===== src/rtl/ps2_scan_rx.sv =====
// PS/2 keyboard receiver: synchronizes and filters the PS/2 lines, deframes bytes and
// tracks make/break/extended prefixes to present the currently held scancode.
module ps2_scan_rx #(
   parameter int unsigned FILT_LEN = 8,
   parameter int unsigned TIMEOUT  = 100000
) (
   input  logic       clk,
   input  logic       rst,
   input  logic       ps2_clk,
   input  logic       ps2_data,
   output logic [7:0] code,
   output logic       code_valid,
   output logic       code_ext,
   output logic [7:0] raw,
   output logic       raw_valid,
   output logic       frame_err
);

   localparam int unsigned FW = $clog2(FILT_LEN + 1);
   localparam int unsigned WW = $clog2(TIMEOUT + 1);

   typedef enum logic [1:0] {StIdle, StData, StParity, StStop} state_e;

   // Index 0 carries ps2_clk, index 1 carries ps2_data.
   logic [1:0]    s1_q, s2_q, f_q;
   logic [FW-1:0] fc_q [2];
   logic          fclk_prev_q;

   always_ff @(posedge clk) begin
      if (rst) begin
         s1_q        <= '1;
         s2_q        <= '1;
         f_q         <= '1;
         fclk_prev_q <= 1'b1;
         for (int i = 0; i < 2; i++) fc_q[i] <= '0;
      end else begin
         s1_q        <= {ps2_data, ps2_clk};
         s2_q        <= s1_q;
         fclk_prev_q <= f_q[0];
         for (int i = 0; i < 2; i++) begin
            if (s2_q[i] == f_q[i]) begin
               fc_q[i] <= '0;
            end else if (fc_q[i] == FW'(FILT_LEN - 1)) begin
               f_q[i]  <= s2_q[i];
               fc_q[i] <= '0;
            end else begin
               fc_q[i] <= fc_q[i] + 1'b1;
            end
         end
      end
   end

   logic ev, bit_in;
   assign ev     = fclk_prev_q & ~f_q[0];
   assign bit_in = f_q[1];

   state_e        state_q, state_d;
   logic [2:0]    bitcnt_q, bitcnt_d;
   logic [7:0]    sh_q, sh_d;
   logic          perr_q, perr_d;
   logic [WW-1:0] wd_q, wd_d;
   logic          brk_q, brk_d, ext_q, ext_d;
   logic [7:0]    code_q, code_d, raw_q, raw_d;
   logic          code_ext_q, code_ext_d;
   logic          code_valid_q, code_valid_d, raw_valid_q, raw_valid_d;
   logic          frame_err_q, frame_err_d;
   logic          accept, fail;

   always_ff @(posedge clk) begin
      if (rst) begin
         state_q      <= StIdle;
         bitcnt_q     <= '0;
         sh_q         <= '0;
         perr_q       <= 1'b0;
         wd_q         <= '0;
         brk_q        <= 1'b0;
         ext_q        <= 1'b0;
         code_q       <= '0;
         raw_q        <= '0;
         code_ext_q   <= 1'b0;
         code_valid_q <= 1'b0;
         raw_valid_q  <= 1'b0;
         frame_err_q  <= 1'b0;
      end else begin
         state_q      <= state_d;
         bitcnt_q     <= bitcnt_d;
         sh_q         <= sh_d;
         perr_q       <= perr_d;
         wd_q         <= wd_d;
         brk_q        <= brk_d;
         ext_q        <= ext_d;
         code_q       <= code_d;
         raw_q        <= raw_d;
         code_ext_q   <= code_ext_d;
         code_valid_q <= code_valid_d;
         raw_valid_q  <= raw_valid_d;
         frame_err_q  <= frame_err_d;
      end
   end

   always_comb begin
      state_d      = state_q;
      bitcnt_d     = bitcnt_q;
      sh_d         = sh_q;
      perr_d       = perr_q;
      wd_d         = wd_q;
      brk_d        = brk_q;
      ext_d        = ext_q;
      code_d       = code_q;
      raw_d        = raw_q;
      code_ext_d   = code_ext_q;
      code_valid_d = 1'b0;
      raw_valid_d  = 1'b0;
      frame_err_d  = 1'b0;
      accept       = 1'b0;
      fail         = 1'b0;

      unique case (state_q)
         StIdle: begin
            wd_d = '0;
            if (ev && !bit_in) begin
               state_d  = StData;
               bitcnt_d = '0;
            end
         end
         StData: begin
            if (ev) begin
               sh_d     = {bit_in, sh_q[7:1]};
               bitcnt_d = bitcnt_q + 3'd1;
               if (bitcnt_q == 3'd7) state_d = StParity;
            end
         end
         StParity: begin
            if (ev) begin
               perr_d  = ~(^{bit_in, sh_q});
               state_d = StStop;
            end
         end
         StStop: begin
            if (ev) begin
               state_d = StIdle;
               if (bit_in && !perr_q) accept = 1'b1;
               else                   fail   = 1'b1;
            end
         end
      endcase

      // Watchdog only runs inside a frame; expiry abandons the partial byte.
      if (state_q != StIdle) begin
         if (ev) begin
            wd_d = '0;
         end else if (wd_q == WW'(TIMEOUT - 1)) begin
            wd_d    = '0;
            state_d = StIdle;
            fail    = 1'b1;
         end else begin
            wd_d = wd_q + 1'b1;
         end
      end

      if (fail) begin
         frame_err_d = 1'b1;
         brk_d       = 1'b0;
         ext_d       = 1'b0;
      end

      if (accept) begin
         raw_d       = sh_q;
         raw_valid_d = 1'b1;
         if (sh_q == 8'hF0) begin
            brk_d = 1'b1;
         end else if (sh_q == 8'hE0) begin
            ext_d = 1'b1;
         end else begin
            if (brk_q) begin
               if (sh_q == code_q) begin
                  code_d     = 8'h00;
                  code_ext_d = 1'b0;
               end
            end else begin
               code_d       = sh_q;
               code_ext_d   = ext_q;
               code_valid_d = 1'b1;
            end
            brk_d = 1'b0;
            ext_d = 1'b0;
         end
      end
   end

   assign code       = code_q;
   assign code_valid = code_valid_q;
   assign code_ext   = code_ext_q;
   assign raw        = raw_q;
   assign raw_valid  = raw_valid_q;
   assign frame_err  = frame_err_q;

endmodule

===== config.mk =====
export PLATFORM = sky130hd
export DESIGN_NAME = ps2_scan_rx
export DESIGN_NICKNAME = d
export VERILOG_FILES = /design/src/rtl/ps2_scan_rx.sv
export SDC_FILE = /design/constraint.sdc
export NUM_CORES = 1
export LEC_CHECK = 0
export ABC_AREA = 1
export CORE_ASPECT_RATIO = 1.2
export CORE_UTILIZATION = 62
export CTS_CLUSTER_SIZE = 30
export DETAILED_ROUTE_END_ITERATION = 10
export PLACE_DENSITY_LB_ADDON = 0.3
export SLEW_MARGIN = 20
export SYNTH_ARGS = -nofsm -noshare
export SYNTH_HDL_FRONTEND = slang
export SYNTH_SLANG_ARGS = --single-unit

===== constraint.sdc =====
create_clock -name clk -period 3.55 [get_ports clk]
set_clock_uncertainty 0.15 [all_clocks]
set_input_delay 0.71 -clock clk [delete_from_list [all_inputs] [get_ports clk]]
set_output_delay 0.71 -clock clk [all_outputs]
set_load 0.1 [all_outputs]

==> results.yml <==
worst_setup_path:
  cp_top_family: "buffers and inverters"
  crit_path_end_kind: "primary output"
  worst-path-buf-inv: 1
  cp_data_required_time_ns: 2.69
  crit_chain: "clkdlybuf4s50_1"
  slowest_delay_ns: 1.13
  worstPathMaxFanout: 1
  crit_type: "register to primary output"
  cp-start-kind: "register"
  worstPathArrival_ns: 1.82
  cp_slowest_cell: "clkdlybuf4s50_1"
final_layout:
  antenna_cells: 0
  layout_commonest_cell: "nand2_1"
  layout.nets: 451
  design_area_um2: 3610
  syn_to_final_growth_pct: 15.1
  layout_common_cells: "76 x nand2_1, 60 x dfxtp_1, 55 x inv_1, 46 x nor2_1, 32 x a21oi_1"
  multi_input_area_um2: 1450
  nFillCells: 344
  regArea_um2: 1440
  drive_gt1_share_pct: 12.4
cts:
  clockBufferDepth: 2
  root_buffer: "clkbuf_8"
  cts_tree: "done"
  holdBufCountCts: 0
  cts_resized: 0
  clk_pin_slew_ns: 0.07
  cts.sinks: 68
  cts_htree_levels: 3
  cts_setup_buffers: 0
  clock_latency_ns: 0.35
  numCtsBuffers: 9
die:
  dieArea_um2: 5340
  core_area_um2: 4730
  fp.dieH_um: 79.9
  fp-row-count: 27
  ios: 24
  initial_core_util_pct: 66.2
  die_x_um: 66.9
sta:
  maxSlewHeadroom_pct: 34.9
  finalMaxSlewViolations: 0
  final.period_utilization_pct: 75.4
  worstMarginPinSlew_ns: 0.973
  fin_tns_setup_ns: 0
  finalSetupViolCount: 0
  max_freq_ghz: 0.374
  min_period_ns: 2.68
  rsz0062_at_grt: "false"
  hold_viol_final: 0
synth:
  avgSynthCellArea_um2: 7.79
  synth_fa_ha_area_share_pct: 4.00
  synth-compound-area-share_pct: 10.8
  synth_ff_type: "dfxtp_1"
  netlist.area_leader.share_pct: 38.4
  yosys.area_share.simple_pct: 26.7
  synth.cell_area_um2: 3130
  synth_top_family_by_area: "simple AND/OR/NAND/NOR gates"
  synthCells: 402
  synth_seq_cells: 68
  yosysTopAreaCell: "dfxtp_1"
  synth_xor_xnor_area_share_pct: 3.92
  synth_mux_area_share_pct: 0
  yosysWarnings: 0
  ys_seq_area_share_pct: 46.0
  yosysUniqueCellTypes: 38
  synth_edf_count: 8
  ys_async_sr_fraction_pct: 0
  ys_top_cells_by_area: "dfxtp_1 38%, nand2_1 9.1%, edfxtp_1 7.7%"
global_route:
  track_usage_pct: 28.1
  grt_max_degree: 25
  grt_pass1_vias: 2562
  grt_pass1_wl_mm: 11.3
  antenna_found_initial: 0
  grt_overflow_total: 0
routing:
  drt_iter0_markers: 137
  drtAntennaViolNets: 0
  drc: 0
  via_count: 2688
  finalWirelength_mm: 6.67
  wl_per_cell_um: 13.3
  dr.pass1.iters: 4
  vias_per_cell: 5.38
worst_hold_path:
  hold_path_class: "register to register"
job:
  maxCapViolations: 0
power:
  p_per_area_nw_per_um2: 418
  ir_worst_vdd_v: 0.000323
  p_leak_nw: 1.46
placement:
  dp_hpwl_mm: 4.64
  place_area_um2: 3390
  place.gp.congestion: 0.875
  port-buffer-count: 23
run_status:
  status: "completed"
-- power breakdown --
group / switching [mW] / internal [mW]
logic: 0.0174 / 0.0104
registers: 0.00456 / 0.784
clock network: 0.300 / 0.392
total: 0.322 / 1.19
-- worst reg2reg max path, stage by stage (launching register included) --
cell,delay [ns]
dfxtp_1,0.49
inv_1,0.14
ha_1,0.22
nand2_1,0.06
inv_1,0.03
nand2_1,0.09
nand3_2,0.12
nor2_4,0.15
nand3_2,0.20
nand4_2,0.14
o21ai_2,0.07
-- path summary, 6_finish.rpt --
path / startpoint / endpoint / slack, ns / cells past startpoint
setup reg to reg: sh_q[4] / code_ext / 1.56 / 10
hold / removal: s1_q[1] / s2_q[1] / 0.27 / 1
setup / recovery: raw_valid / raw_valid / 0.87 / 1
hold reg to reg: s1_q[1] / s2_q[1] / 0.27 / 1
-- final cells by class --
| type | count | area share [%] |
|---|---|---|
| Clock buffer | 9 | 3.44 |
| Clock inverter | 7 | 2.53 |
| Inverter | 56 | 5.97 |
| Multi-Input combinational cell | 277 | 40.3 |
| Sequential cell | 68 | 40.0 |
| Tap cell | 58 | 2.01 |
| Timing Repair Buffer | 25 | 5.76 |
-- registers in the layout, summed over array words and instances, names as in the netlist, 2 cells and up --
name / count
bitcnt_q: 3
code: 8
f_q: 2
fc_q: 8
raw: 8
s1_q: 2
s2_q: 2
sh_q: 8
state_q: 2
wd_q: 17
-- Yosys cell counts, types with 6 or more instances --
library cell / count
nand3_1: 22
inv_1: 55
dfxtp_1: 60
xor2_1: 10
nor3_1: 8
nand2_1: 76
edfxtp_1: 8
nand4_1: 6
a21oi_1: 32
nor2_1: 46
ha_1: 10
o21ai_0: 21
-- routing by layer --
layer | routed length (um) | share of wire (%) | GRT usage, % | vias up
li1 | - | - | - | 1356
met4 | 150 | 2.2 | 12.3 | 0
met1 | 2780 | 42 | 32.3 | 1250
met5 | 0 | 0 | 0 | -
met3 | 254 | 3.8 | 5.57 | 16
met2 | 3490 | 52 | 49.1 | 66
-- per-stage QoR --
step / setup slack [ns] / utilization [%] / hold WS (ns) / cells / power (mW)
2_1_floorplan: 1.59 / - / 0.239 / 409 / 0.822
3_3_place_gp: 1.12 / 71.7 / 0.244 / 484 / 0.831
3_5_place_dp: 1.06 / 71.7 / 0.246 / 484 / 0.833
4_1_cts: 0.865 / 76.2 / 0.273 / 500 / 1.51
5_1_grt: 0.840 / 76.2 / 0.306 / 500 / 1.55
6_report: 0.873 / 76.2 / 0.269 / 500 / 1.51
-- cell families (layout without fill, tap and decap cells) --
logic type      Yosys count  after routing
simple gates            182            182
buf+inv                  64             97
flops                    68             68
fa+ha+maj                10             10
compound gates           63             63
xor+xnor                 14             14
other cells               1              8
No activity file was read; power rests on OpenSTA's default activity.
